File: src/rtl/fetch_stage.sv
// Instruction-fetch stage: holds the PC, assembles one- and two-word instructions
// from a combinational instruction memory, and drives the IF/ID pipeline register.
module fetch_stage #(
  parameter int unsigned     PC_W     = 16,
  parameter logic [PC_W-1:0] RESET_PC = '0,
  parameter logic [15:0]     NOP_WORD = 16'hF800
) (
  input  logic            clk,
  input  logic            rst,
  output logic [PC_W-1:0] imem_addr,
  input  logic [15:0]     imem_data,
  input  logic            stall,
  input  logic            flush,
  input  logic [PC_W-1:0] branch_target,
  output logic [15:0]     ifid_instr,
  output logic [15:0]     ifid_imm,
  output logic [PC_W-1:0] ifid_pc,
  output logic            ifid_valid
);

  typedef enum logic [0:0] {StFetch1, StFetch2} state_e;

  state_e          state_q;
  logic [PC_W-1:0] pc_q;
  logic [PC_W-1:0] pc_inc;
  logic [15:0]     hold_q;
  logic [15:0]     instr_q;
  logic [15:0]     imm_q;
  logic [PC_W-1:0] ifid_pc_q;
  logic            valid_q;
  logic            two_word;

  // Natural overflow gives the modulo-2^PC_W wrap at the top address.
  assign pc_inc    = pc_q + PC_W'(1);
  assign imem_addr = pc_q;

  always_comb begin
    two_word = 1'b0;
    unique case (imem_data[15:11])
      5'b00111, 5'b01110, 5'b01111, 5'b10100, 5'b10101: two_word = 1'b1;
      default:                                           two_word = 1'b0;
    endcase
  end

  always_ff @(posedge clk) begin
    if (rst) begin
      pc_q      <= RESET_PC;
      state_q   <= StFetch1;
      hold_q    <= NOP_WORD;
      instr_q   <= NOP_WORD;
      imm_q     <= '0;
      ifid_pc_q <= '0;
      valid_q   <= 1'b0;
    end else if (flush) begin
      // Redirect drops any half-assembled instruction; ifid_pc keeps its last value.
      pc_q    <= branch_target;
      state_q <= StFetch1;
      hold_q  <= NOP_WORD;
      instr_q <= NOP_WORD;
      imm_q   <= '0;
      valid_q <= 1'b0;
    end else if (!stall) begin
      pc_q <= pc_inc;
      unique case (state_q)
        StFetch1: begin
          if (two_word) begin
            hold_q  <= imem_data;
            state_q <= StFetch2;
            instr_q <= NOP_WORD;
            imm_q   <= '0;
            valid_q <= 1'b0;
          end else begin
            instr_q   <= imem_data;
            imm_q     <= '0;
            ifid_pc_q <= pc_inc;
            valid_q   <= 1'b1;
          end
        end
        StFetch2: begin
          // Immediate word is taken verbatim, never opcode-decoded.
          instr_q   <= hold_q;
          imm_q     <= imem_data;
          ifid_pc_q <= pc_inc;
          valid_q   <= 1'b1;
          state_q   <= StFetch1;
        end
        default: state_q <= StFetch1;
      endcase
    end
  end

  assign ifid_instr = instr_q;
  assign ifid_imm   = imm_q;
  assign ifid_pc    = ifid_pc_q;
  assign ifid_valid = valid_q;

endmodule

File: config.mk
export PLATFORM = sky130hd
export DESIGN_NAME = fetch_stage
export DESIGN_NICKNAME = d
export VERILOG_FILES = /design/src/rtl/fetch_stage.sv
export SDC_FILE = /design/constraint.sdc
export NUM_CORES = 1
export LEC_CHECK = 0
export ABC_AREA = 1
export CORE_MARGIN = 3
export CORE_UTILIZATION = 51
export DETAILED_ROUTE_END_ITERATION = 12
export PLACE_DENSITY_LB_ADDON = 0.2
export RECOVER_POWER = 25
export SETUP_SLACK_MARGIN = 0.2
export SLEW_MARGIN = 25
export SYNTH_ARGS = -nofsm -noshare
export SYNTH_HDL_FRONTEND = slang
export SYNTH_SLANG_ARGS = --single-unit
File: constraint.sdc
create_clock -name clk -period 3.4 [get_ports clk]
set_clock_uncertainty 0.15 [all_clocks]
set_input_delay 0.68 -clock clk [delete_from_list [all_inputs] [get_ports clk]]
set_output_delay 0.68 -clock clk [all_outputs]
set_load 0.05 [all_outputs]
# Yosys cells after proc, flatten, opt, wreduce, memory -nomap -nowiden
# Index checks and enable logic that the tools add are counted.
# classes
n_bitwise	3
mul	0
div	0
n_mux	12
eq_ne	7
n_reduce_logical	4
n_shift	0
add_sub_neg	1
magnitude_cmp	0
# op_table
op	count
$pmux 16 s2	3
$mux 16	4
$add 16x1->16 const B	1
$eq 5x4->1 const B	2
$eq 5x5->1 const B	2
$reduce_and 3->1	2
$eq 5x3->1 const B	1
$reduce_or 5->1	1
$pmux 1 s2	2
$mux 1	3
$not 1->1	3
$ne 2x1->1 const B	1
$ne 2x2->1 const B	1
$reduce_or 2->1	1
# totals
mem_bits_ro	0
in_bits	36
out_inout_bits	65
ram_bits	0
mem_count	0
ff_bits	82
word_cells	34
latch_bits	0

# Depth between registers and ports, before layout
# depth
word_depth	5
ltp_mapped	9
mapped_depth_nobuf	9

# Worst setup path before layout
# OpenSTA, ideal clock, no wires.
# synth_path
path_type	reg-to-reg
from	register pc_q[1] (netlist: imem_addr[1])
to	register pc_q[12] (netlist: imem_addr[12])
setup_ns	0.128
arrival_ns	1.623
period_less_slack_ns	1.901
path_stages_with_launch	9
required_ns	3.122
slack_ns	1.499
path_buffers	0
cell_sequence	dfxtp_1 > ha_1 > nand2_1 > nor2_1 > nand3_1 > nand2_1 > nand2_1 > a21oi_1 > nor2_1
# synth_between
elab_chain_cells	3
# synth_lines
element	line_no	source
start: declaration	24	logic [PC_W-1:0] pc_q;
start signal: assignment	56	pc_q <= branch_target;
start signal: assignment	63	pc_q <= pc_inc;
$add 16x1->16	34	assign pc_inc = pc_q + PC_W'(1);
$mux 16	62	end else if (!stall) begin
$mux 16	54	end else if (flush) begin
# No other way between the ends. The select of a mux whose other input is x is not followed.
# A chain may end at the register's enable or synchronous reset.

==> results.md <==
| Group | Parameter | This run |
|---|---|---|
| outcome | Outcome | finished clean |
| die | Initial cell density of the core | 0.528 |
| routing | DR iter-0 viols | 236 |
| cells and area | Area added between synthesis and finish | 34.0% |
| synthesis | Yosys cell types | 29 |
| global route | Global routing usage summed across all routing layers | 0.245 |
| global route | Number of antenna violations at the first check in global routing | 0 |
| clocking | H-tree depth | 3 |
| synthesis | Total of flip-flops plus latches after synthesis | 82 |
| clocking | Count of clock tree sinks | 82 |
| die | Number of placed I/O pins | 101 |
| cells and area | Number of nets in the finished design | 647 |
| routing | Detailed-route wire length on metal 1 | 4120 microns |
| die | Area of the die | 0.00811 sq mm |
| die | Standard-cell rows | 30 |
| pwr | Clk pwr share | 0.323 |
| place | Quantity of I/O buffers inserted on ports | 100 |
| sta | Final period util | 0.796 |
| clocking | # Post-CTS Setup Buffers | 0 |
| flow run | Max Cap Violations | 0 |
| clocking | Post_cts resized | 0 |
| die | Die width | 90.1 microns |
| hold path | Worst hold path type | flip-flop to flip-flop |
| routing | Number of vias in the routed layout | 3668 |
| die | Standard cell core area | 0.00683 sq mm |
| cells and area | Fraction of final layout cells sized beyond drive strength 1 | 0.0555 |
| sta | Fmax | 369 MHz |
| global route | Largest net degree at the start of global routing | 27 |
| clocking | Number of buffers inserted during clock tree synthesis | 9 |
| synthesis | Number of flops mapped to enable cells by yosys | 0 |
| sta | Worst slew pin tran | 0.862 ns |
| place | Final HPWL DP | 7120 microns |
| synthesis | Share of synthesized flip-flops with an asynchronous set or reset | 0 |
| critical path | Kind of start point of the critical path | primary input |
| pwr | Combinational fraction of design power | 0.178 |
| synthesis | Cell accounting for the most synthesized area | sky130_fd_sc_hd__dfxtp_1 |
| clocking | Hold buffers post-CTS | 0 |
| pwr | Internal power of the cells | 1.45 mW |
| synthesis | Number of instances in the synthesized netlist | 514 |
| routing | Number of vias per cell after detailed routing | 5.17 |
| routing | DR top layer | met4 |
| pwr | Switch Pwr | 0.597 mW |
| sta | TNS Setup | 0 ns |
| clocking | Clock latency on the worst-skew pair | 0.35 ns |
| synthesis | Synthesized net count | 551 |
| synthesis | Seq/Total Area, Yosys | 0.455 |
| critical path | Arrival time of the worst setup path | 2.84 ns |
| critical path | Type of element capturing the critical path | flip-flop |
| pwr | Leakage Power | 1.88 nW |
| sta | Number of failing hold endpoints at the final stage | 0 |
| sta | Slack of the critical path | 0.693 ns |
| routing | Metal2 WL | 4830 microns |
| critical path | Data required, critical path | 3.53 ns |
| global route | Total global routing overflow | 0 |
| cells and area | Number of standard cells in the layout, taps in and fillers out | 709 |
| routing | WL final | 9860 microns |
| synthesis | Area share of the leading cell type in the synthesized netlist | 0.455 |
| routing | Routed met3 length | 710 microns |
| pwr | Seq pwr share | 0.499 |
| sta | Fin. max-slew vios | 0 |
| cells and area | Number of antenna repair diodes | 0 |
| synthesis | Main flop type after synthesis | sky130_fd_sc_hd__dfxtp_1 |
| die | Die span in y | 90.1 microns |
| routing | Antenna Violating Nets Remaining | 0 |
| place | Placer congestion estimate | 0.930 |
| pwr | Switching Fraction | 0.292 |
| place | Number of placed instances with taps included | 695 |
| pwr | P per Cell Area | 424 mW/mm^2 |
| clocking | CTS tree | yes |
| global route | Vias in the first global route | 3638 |
| routing | Number of design rule violations left after detail routing | 0 |
| place | Setup WS pre-CTS | 0.640 ns |
| clocking | Clock-pin transition on the worst setup and hold timing paths | 0.07 ns |
| sta | Worst slew margin | 0.424 |
| global route | Wire length of the first global-routing pass | 16500 microns |
| synthesis | Synth top area cells | sky130_fd_sc_hd__dfxtp_1 46%, sky130_fd_sc_hd__nand2_1 17%, sky130_fd_sc_hd__a21oi_1 6.1% |
| synthesis | Most common cell in the synthesized netlist | sky130_fd_sc_hd__nand2_1 |
| synthesis | Mean area per synthesized cell | 7.01 sq um |
| routing | Average wire length per cell after detail routing | 13.9 microns |
| synthesis | Count of warnings emitted by yosys | 0 |
| routing | First-pass iteration count of the detailed router | 5 |
| sta | Time the final worst path needs with I/O delays and setup | 2.71 ns |
| sta | Final setup viols | 0 |
| clocking | Clock root buffer | sky130_fd_sc_hd__clkbuf_8 |
| critical path | Largest driver fanout on the critical path | 13 |
| clocking | Maximum buffer depth of the clock tree | 2 |
| critical path | Crit Path Class | primary input to flip-flop |
| pwr | Worst IR drop on VDD | 0.299 mV |
| synthesis | Cell types with the highest counts after synthesis | 159 x sky130_fd_sc_hd__nand2_1, 82 x sky130_fd_sc_hd__dfxtp_1, 51 x sky130_fd_sc_hd__inv_1 |
| sta | Unrepaired setup endpoints after global routing | false |
| synthesis | Netlist area before placement | 0.00360 sq mm |
==> routing by layer <==
metal	track usage	vias up
li1	-	1833
met1	0.278	1678
met2	0.429	138
met3	0.0577	19
met4	0.122	0
met5	0	-
==> path summary, 6_finish.rpt <==
path | startpoint | end | slack [ns] | cells past startpoint
max reg2reg | state_q | ifid_instr[9] | 1.35 | 6
min reg2reg | ifid_imm[8] | ifid_imm[8] | 0.31 | 2
max | stall | ifid_instr[9] | 0.69 | 6
min | ifid_imm[8] | ifid_imm[8] | 0.31 | 2
==> registers in the layout, indices dropped and copies added (netlist names) <==
name and flops:
hold_q 16, ifid_valid 1, ifid_pc 16, imem_addr 16
ifid_imm 16, state_q 1, ifid_instr 16
==> power groups by stage <==
stage	sequential, mW	combinational, mW	clock [mW]
5_1_grt	1.03	0.392	0.696
3_3_place_gp	1.04	0.360	0
4_1_cts	1.02	0.367	0.669
6_report	1.02	0.364	0.661
3_5_place_dp	1.04	0.366	0
2_1_floorplan	1.14	0.124	0
==> placed cells by master, fill, tap and decap left out, drive strengths merged <==
cell and n:
clkinv 4, bufinv 1, dfxtp 82, nand2 161, o2111ai 1, dlygate4sd3 11
inv 54, a31oi 6, buf 8, clkdlybuf4s50 89, nand4 9, a221oi 1
o21ai 37, xor2 6, nor2 48, nand3 34, ha 1, clkbuf 10
a21oi 45, o21a 1, o211ai 4
==> layout make-up <==
class / instances / area [sq um]
clock inverter: 4 / 45.0
sequential: 82 / 1640
tap: 96 / 120
inverter: 55 / 206
multi-input combinational: 354 / 1630
clock buffer: 10 / 128
fill: 572 / 2000
timing repair buffer: 108 / 1060
==> stage by stage <==
stage	area [sq um]	util	hold WS (ns)	power (mW)
global placement	4670	0.684	0.296	1.40
global route	4830	0.707	0.339	2.11
detailed placement	4670	0.684	0.307	1.41
finish	4830	0.707	0.314	2.05
floorplan	3600	-	0.277	1.27
CTS	4850	0.709	0.320	2.06
==> logic make-up (layout without fill, tap and decap cells) <==
| family | count (synthesis) | in the layout | synth area share |
|---|---|---|---|
| AO/OA/AOI/OAI | 95 | 95 | 0.142 |
| adder cells (fa/ha/maj) | 1 | 1 | 0.00347 |
| AND/OR/NAND/NOR | 252 | 252 | 0.296 |
| buffers and inverters | 78 | 177 | 0.0885 |
| flip-flops | 82 | 82 | 0.455 |
| XOR/XNOR | 6 | 6 | 0.0146 |
==> critical path, cell delays in order <==
cell                              delay [ns]
sky130_fd_sc_hd__clkdlybuf4s50_1        0.66
sky130_fd_sc_hd__nor2_1                 0.79
sky130_fd_sc_hd__inv_1                  0.27
sky130_fd_sc_hd__o21ai_0                0.25
sky130_fd_sc_hd__inv_1                  0.06
sky130_fd_sc_hd__a21oi_1                0.13
No activity file was read; power rests on OpenSTA's default activity.
==> edit, RTL diff (same flow settings) <==
Set the parameter `PC_W` to 32 (it was 16).
--- a/src/rtl/fetch_stage.sv
+++ b/src/rtl/fetch_stage.sv
@@ -1,7 +1,7 @@
 // Instruction-fetch stage: holds the PC, assembles one- and two-word instructions
 // from a combinational instruction memory, and drives the IF/ID pipeline register.
 module fetch_stage #(
-  parameter int unsigned     PC_W     = 16,
+  parameter int unsigned     PC_W     = 32,
   parameter logic [PC_W-1:0] RESET_PC = '0,
   parameter logic [15:0]     NOP_WORD = 16'hF800
 ) (
Interface: changed (resized branch_target, ifid_pc and imem_addr); port bits go from 101 to 149. No check against the original RTL was run, so the function may have changed too.
==> edit against the original RTL <==
- sequential cell count grew 32
- highest routed layer unchanged
- die area is 48% higher
- utilization increased by 3.2 points
- synthesized area increased by 51%
- setup slack got worse by 0.14 ns
- count of clock-buffer cells in the layout rose by 12
- sequential share of layout area decreased by 4.2 points
- final area grew 59%
- routed wire length increased by 89%
- via count rose by 63%
- critical endpoint is now ifid_valid
- total power rose by 95%
- register-to-register slack better by 0.06 ns
- critical path type unchanged
==> edit: results (changes against the original RTL) <==
[metrics] family with the most delay on the worst path: simple AND/OR/NAND/NOR gates
[metrics] average cell area after synthesis: 6.88 um^2 (-1.9%)
[metrics] first drt pass iteration count: 6 (+1)
[metrics] class of the worst hold path: reg2reg
[metrics] tightest slew margin relative to the limit: 6.83% (-36 points)
[metrics] sequential fraction of the synthesis area: 41.8% (-3.7 points)
[metrics] DRC marker count from the first detailed-route iteration: 432 (+83%)
[metrics] cell types with the highest counts after synthesis: 246 x nand2_1, 114 x dfxtp_1, 74 x inv_1, 74 x nor2_1, 73 x a21oi_1
[metrics] Async S/R FF share, synth: 0% (unchanged)
[metrics] multi-input combinational cell area: 0.00269 mm^2 (+65%)
[metrics] per-cell via count in the routed design: 5.51 (+6.5%)
[metrics] Syn. warnings: 0 (unchanged)
[metrics] Post-Place Setup Slack: 0.546 ns (-0.0938 ns)
[metrics] cell type of the slowest stage on the worst timing path: clkdlybuf4s50_1
[metrics] clock root cell: clkbuf_8
[metrics] fin nets: 989 (+53%)
[metrics] Reg clk slew, reported paths: about 0.06 ns
[metrics] deepest level of the CTS H-tree: 4 (+1)
[metrics] Clock Latency Late Sink: 0.53 ns (+0.18 ns)
[metrics] largest net degree at the start of global routing: 33 (+22%)
[metrics] data arrival time of the critical path: 3.11 ns (+0.27 ns)
[metrics] Total GRT Usage: 32.3% (+7.8 points)
[metrics] Detailed Place HPWL: 13.3 mm (+87%)
[metrics] Buffers on Ports: 148 (+48%)
[metrics] static leakage: 2.94 nW (+56%)
[metrics] global-route wire length before repair: 29.8 mm (+81%)
[metrics] count of buffers added by post-CTS timing repair for setup: 0 (unchanged)
[metrics] clk buf depth: 2 (unchanged)
[metrics] area of placed instances: 0.00702 mm^2 (+50%)
[metrics] Post-Route WL: 18.6 mm (+89%)
[metrics] filler-free cell count of the finished design: 1,084 (+53%)
[metrics] Post-Synthesis Net Count: 846 (+54%)
[metrics] peak ir drop on the vdd network: 0.000388 V (+29%)
[metrics] clock buffers created by TritonCTS: 17 (+8)
[metrics] Placer Congestion: 0.911 (-2.1%)
[metrics] run status: finished clean
[metrics] via count of the first global-routing pass: 5,922 (+63%)
[metrics] most instantiated library cell after synthesis: nand2_1
[metrics] fraction of layout instances using a drive strength above 1: 7.91% (+2.4 points)
[metrics] maximum single-stage delay on the critical path: 0.55 ns (-0.24 ns)
[metrics] leading post-synthesis cells by cell area: dfxtp_1 42%, nand2_1 17%, a21oi_1 6.7%
[metrics] Synth cell types: 36 (+24%)
[metrics] Post-CTS Resized: 0 (unchanged)
[metrics] number of fill cells in the layout: 847 (+48%)
edit: cell types whose count changed in the layout (fill, tap and decap cells not counted), moves of 7 or more:
| cell | before | now |
|---|---|---|
| clkdlybuf4s50_1 | 89 | 146 |
| o21ai_1 | 2 | 13 |
| clkbuf_16 | 0 | 16 |
| nor2_4 | 1 | 8 |
| a31oi_1 | 6 | 19 |
| dfxtp_1 | 82 | 114 |
| nand2_1 | 159 | 247 |
| nor2_1 | 43 | 75 |
| dlygate4sd3_1 | 11 | 1 |
| inv_1 | 51 | 74 |
| a21oi_1 | 44 | 74 |
edit: cells by family (layout without fill, tap and decap cells):
kind of cell | after synthesis | count (layout) | synth area share [%]
AO/OA/AOI/OAI | 163 | 163 | 16.5
XOR/XNOR | 10 | 10 | 1.74
adder cells (fa/ha/maj) | 1 | 1 | 0.229
buffers and inverters | 116 | 271 | 8.56
flip-flops | 114 | 114 | 41.8
AND/OR/NAND/NOR | 389 | 389 | 31.1
edit: path summary, 6_finish.rpt:
path | start | endpoint | slack (ns) | cells after the start
max | imem_data[12] | ifid_valid | 0.55 | 10
min reg2reg | ifid_pc[27] | ifid_pc[27] | 0.31 | 2
max reg2reg | imem_addr[0] | imem_addr[28] | 1.41 | 10
min | ifid_pc[27] | ifid_pc[27] | 0.31 | 2
edit: layout make-up:
cell class / instances / share of cell area, %
sequential: 114 / 29.8
multi-input combinational: 563 / 35.1
tap: 136 / 2.22
clock inverter: 9 / 2.65
inverter: 81 / 3.99
clock buffer: 22 / 5.91
timing repair buffer: 159 / 20.3
edit: worst min-delay path, delay by kind of cell, from the launching register on:
kind	cells	cell delay (ns)
flip-flops	1	0.31
AND/OR/NAND/NOR	1	0.06
AO/OA/AOI/OAI	1	0.05
edit: where the power goes:
part | internal, mW | switching [mW]
Combinational | 0.190 | 0.364
Sequential | 1.38 | 0.0508
Clock | 1.37 | 0.624
edit: metal layers:
metal	share of wire, %	routed length (um)	vias to the layer above	GRT usage (%)
li1	-	-	2847	-
met1	42	7810	2799	41.5
met2	48	8850	285	52.4
met3	8.4	1560	39	8.22
met4	2.2	410	0	11.9
met5	0	0	-	0
